File: src/rtl/one_sixteen_demux.sv
// Registered 1-to-16 demux with one-deep per-lane hold registers. Latency 1; in_ready drops when the target lane (or, for broadcast, any lane) is full and not being acked.
// Optional ONE_SIXTEEN_RR_EN: unicast lane chosen by an internal round-robin pointer exposed on rr_ptr.
module one_sixteen_demux #(
  parameter int WIDTH = 16,
  parameter int CNT_W = 16
) (
  input  logic                  clk,
  input  logic                  rst_n,
  input  logic [WIDTH-1:0]      in_data,
  input  logic [3:0]            in_sel,
  input  logic                  in_bcast,
  input  logic                  in_valid,
  output logic                  in_ready,
  output logic [16*WIDTH-1:0]   out_data,
  output logic [15:0]           out_valid,
  input  logic [15:0]           out_ack,
  output logic [CNT_W-1:0]      acc_count
`ifdef ONE_SIXTEEN_RR_EN
  ,
  output logic [3:0]            rr_ptr
`endif
);

  typedef enum logic {
    EMPTY = 1'b0,
    FULL  = 1'b1
  } lane_state_t;

  lane_state_t      state_q [16];
  lane_state_t      state_d [16];
  logic [WIDTH-1:0] data_q  [16];
  logic [CNT_W-1:0] acc_q;
  logic [3:0]       dest;
  logic [15:0]      lane_free;
  logic [15:0]      wr;
  logic             accept;

`ifdef ONE_SIXTEEN_RR_EN
  logic [3:0] ptr_q;
  logic       rr_unused_sel;

  assign rr_unused_sel = ^in_sel;
  assign dest          = ptr_q;
  assign rr_ptr        = ptr_q;

  // Broadcasts leave the pointer alone so unicast order is not disturbed.
  always_ff @(posedge clk or negedge rst_n) begin
    if (!rst_n) begin
      ptr_q <= 4'd0;
    end else if (accept && !in_bcast) begin
      ptr_q <= ptr_q + 4'd1;
    end
  end
`else
  assign dest = in_sel;
`endif

  // A lane being acked this cycle can take a new word on the same edge.
  assign lane_free = ~out_valid | out_ack;
  assign in_ready  = rst_n & (in_bcast ? (&lane_free) : lane_free[dest]);
  assign accept    = in_valid & in_ready;
  assign wr        = !accept ? 16'h0000 : (in_bcast ? 16'hFFFF : (16'h0001 << dest));

  always_comb begin
    for (int k = 0; k < 16; k++) begin
      state_d[k] = state_q[k];
      unique case (state_q[k])
        EMPTY: if (wr[k]) state_d[k] = FULL;
        FULL:  if (!wr[k] && out_ack[k]) state_d[k] = EMPTY;
        default: state_d[k] = EMPTY;
      endcase
    end
  end

  always_ff @(posedge clk or negedge rst_n) begin
    if (!rst_n) begin
      for (int k = 0; k < 16; k++) begin
        state_q[k] <= EMPTY;
      end
    end else begin
      for (int k = 0; k < 16; k++) begin
        state_q[k] <= state_d[k];
      end
    end
  end

  always_ff @(posedge clk or negedge rst_n) begin
    if (!rst_n) begin
      for (int k = 0; k < 16; k++) begin
        data_q[k] <= '0;
      end
    end else begin
      for (int k = 0; k < 16; k++) begin
        if (wr[k]) data_q[k] <= in_data;
      end
    end
  end

  always_ff @(posedge clk or negedge rst_n) begin
    if (!rst_n) begin
      acc_q <= '0;
    end else if (accept && (acc_q != {CNT_W{1'b1}})) begin
      acc_q <= acc_q + CNT_W'(1);
    end
  end

  assign acc_count = acc_q;

  for (genvar g = 0; g < 16; g++) begin : g_lane
    assign out_valid[g]                 = (state_q[g] == FULL);
    assign out_data[g*WIDTH +: WIDTH]   = data_q[g];

    // A held word must not move until its consumer takes it.
    a_hold_stable: assert property (@(posedge clk) disable iff (!rst_n)
      (out_valid[g] && !out_ack[g]) |=> $stable(data_q[g]));
  end

endmodule

File: config.mk
export PLATFORM = sky130hd
export DESIGN_NAME = one_sixteen_demux
export DESIGN_NICKNAME = d
export VERILOG_FILES = /design/src/rtl/one_sixteen_demux.sv
export SDC_FILE = /design/constraint.sdc
export NUM_CORES = 1
export LEC_CHECK = 0
export ABC_AREA = 1
export CAP_MARGIN = 20
export CORE_MARGIN = 5
export CORE_UTILIZATION = 40
export DETAILED_ROUTE_END_ITERATION = 6
export GPL_TIMING_DRIVEN = 0
export PLACE_DENSITY = 0.69
export SLEW_MARGIN = 10
export SYNTH_ARGS = -nofsm -noshare
export SYNTH_HDL_FRONTEND = slang
export SYNTH_SLANG_ARGS = --single-unit
File: constraint.sdc
create_clock -name clk -period 2.4 [get_ports clk]
set_input_delay 0.48 -clock clk [delete_from_list [all_inputs] [get_ports clk]]
set_output_delay 0.48 -clock clk [all_outputs]
set_load 0.005 [all_outputs]
# --- After elaboration in Yosys (flattened, before gate mapping) ---
# Cells that the tools add are included.
totals:
  in_bits: 40
  output_inout_bits: 289
  register_bits: 288
  word_cells: 144
op_classes:
  order_cmp: 1
  addsub: 1
  eq_ne: 1
  reduce_logical: 34
  n_bitwise: 20
  n_mux: 53
  shifts: 1
ops:
  columns: ["cell", "n"]
  rows:
  - ["$mux 1", 34]
  - ["$mux 16", 2]
  - ["$pmux 1 s2", 16]
  - ["$logic_and 1x1->1", 17]
  - ["$add 16x1->16 const B", 1]
  - ["$logic_not 1->1", 16]
  - ["$ne 16x16->1 const B", 1]
  - ["$not 1->1", 16]
  - ["$not 16->16", 1]
  - ["$or 16x16->16", 1]
  - ["$reduce_and 16->1", 1]
  - ["$shl 1x4->16 const A", 1]
  - ["$lt 4x5->1 const B", 1]
  - ["$bmux 1 s4", 1]
  - ["$and 1x1->1", 2]

# --- Longest topological paths before layout ---
# Gate-level depths: netlist of the first run.
logic_depth:
  word_depth: 12
  ltp_mapped: 13
  depth_no_buf: 11

# --- Worst setup path after synthesis of the first run ---
# No wires, ideal clock.
synth_path:
  kind: "input to output"
  from: "in in_sel[1]"
  to: "out in_ready"
  setup_slack_ns: 0.470
  path_stages: 9
  t_arrival_ns: 1.450
  path_cell_list: "nand2_1 > nor2_1 > nor2_1 > nand3_1 > nand3_1 > nand2_2 > a21oi_2 > buf_2 > buf_2"
synth_between:
  elab_chain_cells: 4
synth_lines:
  columns: ["element", "line_no", "source"]
  rows:
  - ["from (decl)", "10", "input logic [3:0] in_sel,"]
  - ["$bmux 1 s4", "60", "assign in_ready = rst_n & (in_bcast ? (&lane_free) : lane_free[dest]);"]
  - ["$mux 1 (not written as such)", "60", null]
  - ["$mux 1", "60", null]
  - ["$and 1x1->1", "60", null]
  - ["to (decl)", "13", "output logic in_ready,"]
# Every way passes these cells. The select of a mux whose other input is x is not followed.

# --- Worst setup path in the final report of the first run ---
layout_path:
  from: "in out_ack[9]"
  to: "out in_ready"
layout_between:
  elab_chain_cells: 5
  word_cells_on_any_way: 6
  cone_classes: "mux: 3; bitwise: 2; reduce/logical: 1"
layout_lines:
  columns: ["element", "line_no", "source"]
  rows:
  - ["from (decl)", "16", "input logic [15:0] out_ack,"]
  - ["$or 16x16->16 (*)", "59", "assign lane_free = ~out_valid | out_ack;"]
  - ["$bmux 1 s4", "60", null]
  - ["$mux 1 (not written as such)", "60", null]
  - ["$mux 1 (*)", "60", null]
  - ["$and 1x1->1 (*)", "60", null]
# Every way passes the cells marked *; elsewhere a longest branch is shown, timed or not. The select of a mux whose other input is x is not followed.

==> results of run 1 <==
metrics by stage:
stage / hold slack [ns] / total power [mW]
after floorplan: 0.1844 / 8.836
after global placement: 0.4623 / 12.63
after detailed placement: 0.3374 / 12.73
after CTS: -0.2529 / 17.68
after global routing: -0.2379 / 18.52
final: -0.2438 / 17.63
critical path: stages:
cell,delay [ns]
clkdlybuf4s50_1,0.47
inv_2,0.05
nand2_4,0.10
nor2_1,0.05
nor2_1,0.11
nand3_1,0.08
nand3_1,0.10
nand2_2,0.10
a21oi_4,0.18
buf_12,0.14
buf_6,0.09
what timing repair did:
item,CTS,global route
setup buffers,9,7
endpoints found under the hold margin,21,21
setup endpoints to repair,10,183
pin swaps,11,13
gates cloned,0,0
gates resized for setup,34,20
metal layers:
| layer | vias up | routed length [microns] | global-route usage (%) |
|---|---|---|---|
| li1 | 5591 | - | - |
| met2 | 588 | 22100 | 41.39 |
| met4 | 0 | 2125 | 9.922 |
| met1 | 5907 | 20440 | 35.67 |
| met5 | - | 0 | 0 |
| met3 | 114 | 4497 | 7.225 |
cells in the mapped netlist:
| master | number | area share, % |
|---|---|---|
| nand2_1 | 613 | 18 |
| dfrtp_1 | 288 | 56 |
| nand4_1 | 275 | 13 |
| clkbuf_1 | 55 | 1.6 |
| buf_2 | 34 | 1.3 |
| nor2_1 | 30 | 0.88 |
| inv_1 | 25 | 0.73 |
| buf_1 | 21 | 0.62 |
| nand3_1 | 17 | 0.67 |
| o21ai_1 | 13 | 0.51 |
| buf_4 | 11 | 0.65 |
| buf_6 | 10 | 0.88 |
| nand4_4 | 9 | 1.5 |
| xnor2_1 | 8 | 0.55 |
| nand4_2 | 7 | 0.69 |
| inv_2 | 5 | 0.15 |
| xor2_1 | 5 | 0.34 |
| o21ai_2 | 4 | 0.27 |
| nand2_2 | 3 | 0.15 |
| a21oi_2 | 1 | 0.069 |
| buf_12 | 1 | 0.16 |
| ha_1 | 1 | 0.098 |
| inv_4 | 1 | 0.049 |
| nand2_4 | 1 | 0.088 |
| nor3_1 | 1 | 0.039 |
| nor3b_1 | 1 | 0.059 |
| nor4_1 | 1 | 0.049 |
kinds of logic (layout without fill, tap and decap cells):
group,count (synthesis),count (layout),share of synthesized area (%)
fa+ha+maj,1,1,0.09790
compound gates,18,18,0.8518
xor+xnor,13,13,0.8910
buf+inv,163,547,6.179
other cells,0,1,0
simple gates,958,958,35.58
flops,288,288,56.40
worst min-delay path by stage:
stage	slack, ns	startpoint	end
after floorplan	0.18	rst_n	acc_count[0]
after global placement	0.46	out_data[132]	out_data[132]
after detailed placement	0.34	rst_n	out_data[219]
after CTS	-0.25	rst_n	out_valid[8]
after global routing	-0.24	rst_n	out_data[227]
final	-0.24	rst_n	out_data[210]
sequential cells by signal, indices dropped and copies added, names as in the netlist:
signal and cells:
acc_count 16, out_data 256, out_valid 16
report_power, final:
part	switching (mW)	internal (mW)	leakage [nW]
Sequential	0.915	6.22	3.64
Clock	1.97	2.88	0.502
Combinational	2.54	3.11	4.54
Total	5.43	12.2	8.69
final cells by class:
class                   count  area [sq um]  area share, %
flip-flops and latches    288          7207          40.66
multi-input cells         990          4871          27.48
repair buffers            329          3306          18.65
clock buffers              46         892.1          5.033
plain buffers             131         689.4          3.889
well taps                 402         503.0          2.838
clock inverters            10         135.1         0.7623
inverters                  31         120.1         0.6776
diodes                      1         2.502        0.01412
==> flow_summary.rst, run 1 <==
.. list-table::
   :header-rows: 1

   * - Metric
     - Value
   * - Result of the run
     - finished with violations
   * - Violations in the final reports
     - negative hold slack, negative setup slack
   * - R2R depth
     - 13
   * - Source of the worst register-to-register timing path
     - out_valid[7]
   * - Routed Antenna Nets
     - 0
   * - Number of violations reported at the end of detailed-routing iteration 0
     - about 1100
   * - Total Wirelength
     - around 50 mm
   * - Cell variety after synth
     - 27
   * - Hold slack final
     - -0.2438 ns
   * - Maximum number of pins on one net before global-route repair
     - 104
   * - Die Width
     - 188.7 microns
   * - Average vias per placed instance
     - 5.476
   * - Leading cell type in the layout, fill and taps excluded
     - nand2_1
   * - Highest clock rate
     - 0.4100 GHz
   * - Post-Syn Area per Cell
     - around 8.9 sq um
   * - Hold/Removal Path Class
     - input pin to async pin
   * - Required time of the critical path
     - 1.92 ns
   * - Wire length of the first global-routing pass
     - 73.41 mm
   * - Count of input and output buffers
     - 310
   * - Clock skew
     - approximately 0.012 ns
   * - Signal arrival time at the worst endpoint
     - 1.96 ns
   * - Tot GR Track Use
     - 26.53%
   * - Fill cell count
     - approximately 2800
   * - Total of max-cap violations
     - 0
   * - Setup TNS
     - -0.03896 ns
   * - Number of cells after detailed placement
     - 2156
   * - Worst IR drop on VDD
     - 0.5444 mV
   * - Beginning of the critical path
     - out_ack[9]
   * - Number of nets at the end of the flow
     - about 1800
   * - Headroom to the max-slew limit
     - between 20% and 30%
   * - Final Util
     - 56.17%
   * - WL per Instance
     - 22.07 microns
   * - Std-Cell Core Area
     - 0.03156 sq mm
   * - Register-to-register setup slack
     - ~0.1 ns
   * - P&R area growth vs syn
     - 38.72%
   * - Via count of the first global-routing pass
     - 11750
   * - Post-synthesis instance area
     - between 0.01 and 0.015 sq mm
   * - Initial core utilization
     - 40.50%
   * - Buffer depth of the longest clock path
     - 3
   * - Transition time at the pin with the least slew margin
     - 1.171 ns
   * - Initial antenna violation count
     - 0
   * - Fin. max-slew vios
     - 0
   * - Final Worst Setup Slack
     - -0.03896 ns
   * - Final instance area
     - 0.01773 sq mm
   * - Placement Rows
     - 65
   * - Setup WS pre-CTS
     - -1.083 ns
   * - Deepest level of the CTS H-tree
     - 1
   * - Worst skew pair latency
     - 0.56 ns
   * - Number of buffers inserted during clock tree synthesis
     - 31
   * - CTS root buffer
     - clkbuf_16
   * - Synthesized netlist net count
     - roughly 1500
   * - Total placed instance area
     - 0.01647 sq mm
   * - Nature of the critical path endpoint
     - output port
   * - Final weighted congestion in routability-driven placement
     - approximately 0.84
   * - Period Utilization, post-route
     - 101.6%
   * - Die Footprint
     - 0.03562 sq mm
   * - Sequential cell area fraction in the yosys report
     - a little under three fifths
   * - Setup repair after global routing missed its margin
     - yes
   * - Top library cells by usage in the layout, fill and taps aside
     - 596 x nand2_1, 300 x clkdlybuf4s50_1, 288 x dfrtp_1
   * - Height of the chip
     - between 150 and 200 microns
   * - DRC violations left
     - 0
   * - Reg-to-reg critical path endpoint
     - out_data[15]
   * - Start-to-end type of the worst setup path
     - input pin to output port
   * - Non-Filler Instances
     - approximately 2200
   * - Remaining Overflow, GRT
     - 0
   * - Via Count
     - between 10000 and 15000
   * - Power density relative to cell area
     - 994.8 mW/mm^2
   * - Crit path max fanout
     - 3
   * - Clock tree from TritonCTS
     - built
   * - Count of mapped cells out of synthesis
     - 1441
   * - Proportion of layout cells with a drive suffix above 1
     - 9.918%
   * - Min Clock Period, post-route
     - 2.439 ns
   * - Critical path destination
     - in_ready
   * - Top-level I/O count
     - around 330
   * - Worst Setup Start Kind
     - input pin
   * - Endpoints failing setup
     - 1
   * - Total number of yosys warnings
     - 0
   * - Final Hold Vio Count
     - 21
   * - Reg clk slew, reported paths
     - 0.06 ns
   * - Clock sink count
     - 288
   * - Number of iterations in the first detailed-routing pass
     - 5
   * - HPWL after DPL
     - 33.85 mm
   * - Post-synthesis sequential element count
     - 288
   * - Leakage
     - around 8.7 nW
Power figures use the tool's default switching activity.
==> inputs of run 2 (changes only) <==
Settings changed: PLACE_DENSITY 0.69 to 0.71, SETUP_SLACK_MARGIN from default to 0.4.
Clock period 2.4 ns to 2.2 ns, I/O delays scaled along.
==> run 2 against run 1 <==
  * The run still ends with negative hold slack, negative setup slack left
  * Non-clock buffer count rose by 72
  * Combinational power rose by 18%
  * Design area rose by 7.7%
  * Via count rose by 5.8%
  * Worst setup slack got worse by 0.29 ns
  * Clock power rose by 13%
  * Wire length rose by 5.1%
  * Critical path depth fell by 1
  * Global-route usage rose by 1.2 points
  * Core utilization rose by 4.3 points
  * Sequential power rose by 10%
  * Cell count rose by 3.3%
  * Critical endpoint unchanged
==> flow_summary.rst, run 2 (synthesis results as in run 1) <==
.. list-table::
   :header-rows: 1

   * - Metric
     - Value
   * - Min Clock Period, post-route
     - 2.529 ns
   * - Transition time at the pin with the least slew margin
     - 1.094 ns
   * - Hold slack final
     - -0.1654 ns
   * - Proportion of layout cells with a drive suffix above 1
     - 13.44%
   * - Worst Setup Start Kind
     - input pin
   * - Number of buffers inserted during clock tree synthesis
     - 31
   * - Via Count
     - 12910
   * - Reg clk slew, reported paths
     - roughly 0.06 ns
   * - Setup repair after global routing missed its margin
     - yes
   * - Final Hold Vio Count
     - 70
   * - Final weighted congestion in routability-driven placement
     - 0.8525
   * - Remaining Overflow, GRT
     - 0
   * - Total of max-cap violations
     - 0
   * - DRC violations left
     - 0
   * - Clock tree from TritonCTS
     - built
   * - Tot GR Track Use
     - 27.71%
   * - Total Wirelength
     - 51.70 mm
   * - Std-Cell Core Area
     - 0.03156 sq mm
   * - Number of iterations in the first detailed-routing pass
     - 7
   * - Clock sink count
     - 288
   * - Number of violations reported at the end of detailed-routing iteration 0
     - 1426
   * - Placement Rows
     - 65
   * - Fill cell count
     - ~2600
   * - Die Footprint
     - 0.03562 sq mm
   * - Nature of the critical path endpoint
     - output port
   * - Required time of the critical path
     - 1.76 ns
   * - Result of the run
     - finished with violations
   * - Fin. max-slew vios
     - 0
   * - Top-level I/O count
     - 329
   * - Routed Antenna Nets
     - 0
   * - Highest clock rate
     - 0.3954 GHz
   * - Number of flip-flops under the largest register name
     - 256
   * - Hold/Removal Path Class
     - input pin to async pin
   * - Height of the chip
     - approximately 190 microns
   * - Worst IR drop on VDD
     - between 0.6 and 0.7 mV
   * - Setup WS pre-CTS
     - -1.155 ns
   * - Number of nets at the end of the flow
     - between 1500 and 2000
   * - Buffer depth of the longest clock path
     - 3
   * - Deepest level of the CTS H-tree
     - 1
   * - HPWL after DPL
     - 33.84 mm
   * - Headroom to the max-slew limit
     - 27.09%
   * - Die Width
     - about 190 microns
   * - Initial core utilization
     - 40.50%
   * - Signal arrival time at the worst endpoint
     - roughly 2.1 ns
   * - Period Utilization, post-route
     - 115.0%
   * - Power density relative to cell area
     - 1048 mW/mm^2
   * - Final Worst Setup Slack
     - -0.3293 ns
   * - Crit path max fanout
     - 5
   * - Total power
     - 20.00 mW
   * - Average vias per placed instance
     - 5.611
   * - Count of input and output buffers
     - 310
   * - Wire length of the first global-routing pass
     - 76.78 mm
   * - CTS root buffer
     - clkbuf_16
   * - WL per Instance
     - roughly 22 microns
   * - P&R area growth vs syn
     - 49.41%
   * - Initial antenna violation count
     - 1
   * - Top library cells by usage in the layout, fill and taps aside
     - 597 x nand2_1, 304 x clkdlybuf4s50_1, 288 x dfrtp_1
   * - Via count of the first global-routing pass
     - 12440
   * - Start-to-end type of the worst setup path
     - input pin to output port
   * - Leakage
     - just over 9 nW
   * - Endpoints failing setup
     - 42
   * - Worst skew pair latency
     - 0.57 ns
   * - Violations in the final reports
     - negative hold slack, negative setup slack
   * - Leading cell type in the layout, fill and taps excluded
     - nand2_1
   * - Maximum number of pins on one net before global-route repair
     - 111
   * - Clock skew
     - 0.02260 ns
==> run 2: cell types whose count changed in the layout (fill, tap and decap cells not counted), moves of 4 or more <==
| cell | delta |
|---|---|
| nand4_2 | -6 |
| dlygate4sd2_1 | -4 |
| buf_16 | +5 |
| buf_4 | +9 |
| clkdlybuf4s50_1 | +4 |
| buf_12 | +9 |
| clkbuf_1 | -4 |
| buf_8 | +9 |
| clkbuf_8 | +4 |
| buf_6 | +48 |
| buf_2 | -18 |
| clkbuf_16 | +8 |
| nand4_4 | +6 |
==> run 2: path summary, 6_finish.rpt <==
check | startpoint | end | slack, ns | depth (start not counted)
setup / recovery | in_sel[0] | in_ready | -0.33 | 10
hold / removal | rst_n | out_data[44] | -0.17 | 1
setup reg to reg | out_valid[3] | out_data[14] | -0.01 | 15
hold reg to reg | out_data[75] | out_data[75] | 0.47 | 2
max in group asynchronous | rst_n | out_data[169] | 1.32 | 2
min in group clk | out_ack[6] | out_valid[6] | 0.29 | 4
==> run 2: metal layers <==
metal / GRT usage [%] / up-vias / part of all wire (%)
met5: 0 / - / 0
met4: 9.221 / 0 / 3.8
met3: 5.372 / 138 / 8.8
met2: 44.24 / 724 / 47
met1: 38.28 / 6295 / 41
li1: - / 5754 / -
==> run 2: per-stage QoR <==
stage	util, %	hold slack (ns)	setup TNS (ns)	cells	instance area [sq um]
4_1_cts	58.64	-0.1261	-0.3123	2268	18500
2_1_floorplan	-	0.1444	0	1441	12790
6_report	60.50	-0.1654	-1.537	2301	19090
3_5_place_dp	52.16	0.4630	-171.12	2155	16460
3_3_place_gp	51.97	0.4627	-6601.25	2153	16400
5_1_grt	60.50	-0.09764	-8.288	2301	19090
==> run 2: worst max-delay path, cell delays in order <==
cell and delay (ns):
dlygate4sd2_1 0.32, nor2_2 0.32, nand3_1 0.22, nand3_1 0.14
nand3_1 0.12, nand2_4 0.11, a21oi_4 0.07, buf_6 0.13
buf_6 0.11, buf_6 0.11
==> run 2: report_power, final <==
group | total [mW] | internal [mW] | switching (mW)
registers | 7.84 | 6.78 | 1.06
clock network | 5.50 | 3.27 | 2.23
logic | 6.66 | 3.81 | 2.85
total | 20.0 | 13.9 | 6.14
==> run 2: cell type report <==
type | instances | area, sq um | area share, %
Sequential cell | 288 | 7207 | 37.75
Multi-Input combinational cell | 990 | 4942 | 25.89
Timing Repair Buffer | 400 | 4310 | 22.58
Clock buffer | 47 | 935.9 | 4.902
Buffer | 132 | 927.1 | 4.856
Tap cell | 402 | 503.0 | 2.635
Clock inverter | 10 | 137.6 | 0.7209
Inverter | 31 | 126.4 | 0.6619
Antenna cell | 1 | 2.502 | 0.01311
==> run 2: timing repair <==
action / in CTS / in global routing
pin swaps: 33 / 38
gates resized for setup: 123 / 53
endpoints found under the setup margin: 577 / 577
cloned: 18 / 9
setup buffers: 38 / 23
endpoints found under the hold margin: 70 / 70
==> inputs of run 3 (changes only) <==
Settings changed: SLEW_MARGIN 10 to 25.
==> run 3 against run 2 <==
  * Critical path type unchanged
  * Highest routed layer unchanged
  * Worst setup slack worse by 0.0087 ns
  * Critical path depth up 2
  * Largest cell class unchanged
  * Global-route usage up 0.28 points
  * The flow still finishes with violations (negative hold slack, negative setup slack)
==> flow_summary.rst, run 3 (synthesis results as in run 1) <==
.. list-table::
   :header-rows: 1

   * - Metric
     - Value
   * - Nature of the critical path endpoint
     - output port
   * - Placement Rows
     - 65
   * - Headroom to the max-slew limit
     - 26.02%
   * - Clock sink count
     - 288
   * - Non-Filler Instances
     - 2306
   * - CTS root buffer
     - clkbuf_16
   * - Initial antenna violation count
     - 2
   * - Result of the run
     - finished with violations
   * - Top library cells by usage in the layout, fill and taps aside
     - 394 x nand2_1, 295 x clkdlybuf4s50_1, 283 x dfrtp_1
   * - DRC violations left
     - 0
   * - Period Utilization, post-route
     - 115.4%
   * - Number of violations reported at the end of detailed-routing iteration 0
     - 1475
   * - Via Count
     - 13160
   * - Total of max-cap violations
     - 0
   * - Clock tree from TritonCTS
     - built
   * - Hold slack final
     - -0.2165 ns
   * - Min Clock Period, post-route
     - 2.538 ns
   * - Number of cells after detailed placement
     - 2156
   * - Worst Setup Start Kind
     - input pin
   * - Total Wirelength
     - 52.23 mm
   * - Count of input and output buffers
     - between 300 and 400
   * - Start-to-end type of the worst setup path
     - input pin to output port
   * - Maximum number of pins on one net before global-route repair
     - 94
   * - Setup TNS
     - -0.6043 ns
   * - Final weighted congestion in routability-driven placement
     - 0.8525
   * - Number of iterations in the first detailed-routing pass
     - 6
   * - Highest clock rate
     - 0.3940 GHz
   * - Crit path max fanout
     - 3
   * - Routed Antenna Nets
     - 0
   * - Worst skew pair latency
     - 0.57 ns
   * - HPWL after DPL
     - 33.95 mm
   * - Remaining Overflow, GRT
     - 0
   * - R2R depth
     - 15
   * - WL per Instance
     - between 20 and 25 microns
   * - Leakage
     - just over 9 nW
   * - Proportion of layout cells with a drive suffix above 1
     - 24.93%
   * - Wire length of the first global-routing pass
     - 77.57 mm
   * - Power density relative to cell area
     - 1023 mW/mm^2
   * - Number of flip-flops under the largest register name
     - 256
   * - Worst IR drop on VDD
     - 0.6261 mV
   * - Clock skew
     - 0.02264 ns
   * - Initial core utilization
     - 40.50%
   * - Number of buffers inserted during clock tree synthesis
     - 31
   * - Via count of the first global-routing pass
     - 12630
   * - Register-to-register setup slack
     - -0.03 ns
   * - Reg clk slew, reported paths
     - roughly 0.06 ns
   * - Final Worst Setup Slack
     - -0.3380 ns
   * - Transition time at the pin with the least slew margin
     - 1.110 ns
   * - Final Hold Vio Count
     - slightly below 50
   * - Violations in the final reports
     - negative hold slack, negative setup slack
   * - Endpoints failing setup
     - 26
   * - Setup repair after global routing missed its margin
     - yes
   * - Leading cell type in the layout, fill and taps excluded
     - nand2_1
   * - Buffer depth of the longest clock path
     - 3
   * - Required time of the critical path
     - 1.76 ns
   * - Hold/Removal Path Class
     - input pin to async pin
   * - Std-Cell Core Area
     - 0.03156 sq mm
   * - Signal arrival time at the worst endpoint
     - 2.10 ns
   * - P&R area growth vs syn
     - 54.30%
   * - Deepest level of the CTS H-tree
     - 1
   * - Die Footprint
     - 0.03562 sq mm
   * - Fill cell count
     - 2572
   * - Fin. max-slew vios
     - 0
   * - Top-level I/O count
     - 329
   * - Number of nets at the end of the flow
     - ~1900
   * - Height of the chip
     - 188.7 microns
   * - Average vias per placed instance
     - 5.709
   * - Tot GR Track Use
     - around 28%
   * - Die Width
     - around 190 microns
   * - Reg-to-reg critical path endpoint
     - acc_count[6]
   * - Source of the worst register-to-register timing path
     - out_valid[9]
run 3: through the flow:
stage	worst slack [ns]	instance area (sq um)	hold slack, ns	total power [mW]	utilization, %
finish	-0.3380	19720	-0.2165	20.17	62.49
global route	-0.3956	19720	-0.1832	21.07	62.48
CTS	-0.2699	19040	-0.2017	19.74	60.33
detailed placement	-1.148	16490	0.3802	13.87	52.25
global placement	-11.76	16400	0.4627	13.76	51.97
floorplan	0.3896	12790	0.1444	9.648	-
run 3: worst max-delay path, stage by stage:
cell and delay [ns]:
clkdlybuf4s50_1 0.51, inv_1 0.06, nand2_2 0.09, nand2_1 0.06, nor2_1 0.12, nand2_1 0.11
nor2_4 0.14, o21ai_4 0.09, a21oi_4 0.16, buf_6 0.13, buf_6 0.09, buf_6 0.09
run 3: how the worst max path moves through the flow:
stage,start,end,slack (ns),depth (start not counted)
after floorplan,in_sel[0],in_ready,0.39,8
after global routing,out_valid[7],in_ready,-0.40,10
after detailed placement,in_sel[0],in_ready,-1.15,10
after CTS,out_valid[10],in_ready,-0.27,10
after global placement,rst_n,out_data[184],-11.76,1
final,out_ack[5],in_ready,-0.34,12
run 3: final cells by class:
cell class,instances,area (sq um),area share (%)
diodes,3,7.507,0.03807
plain buffers,132,923.4,4.683
clock buffers,48,959.7,4.867
clock inverters,8,51.30,0.2602
inverters,31,126.4,0.6409
multi-input cells,990,5598,28.39
flip-flops and latches,288,7213,36.58
well taps,402,503.0,2.551
repair buffers,404,4335,21.99
run 3: repair_timing:
action                     CTS  global route
resized for setup          302           137
setup endpoints to repair  577           569
pin swaps                   45            41
setup buffers               51            14
hold endpoints to repair    49            49
cloned                      20             6
run 3: metal layers:
| metal | up-vias | global-route usage (%) | part of all wire, % |
|---|---|---|---|
| li1 | 5774 | - | - |
| met1 | 6458 | 38.10 | 40 |
| met3 | 149 | 6.706 | 9.9 |
| met5 | - | 0 | 0 |
| met2 | 783 | 42.72 | 45 |
| met4 | 0 | 12.61 | 5.0 |
run 3: report_power, final:
part           switching [mW]  internal [mW]
combinational            2.95           3.99
sequential               1.26           6.79
clock                    2.21           2.98
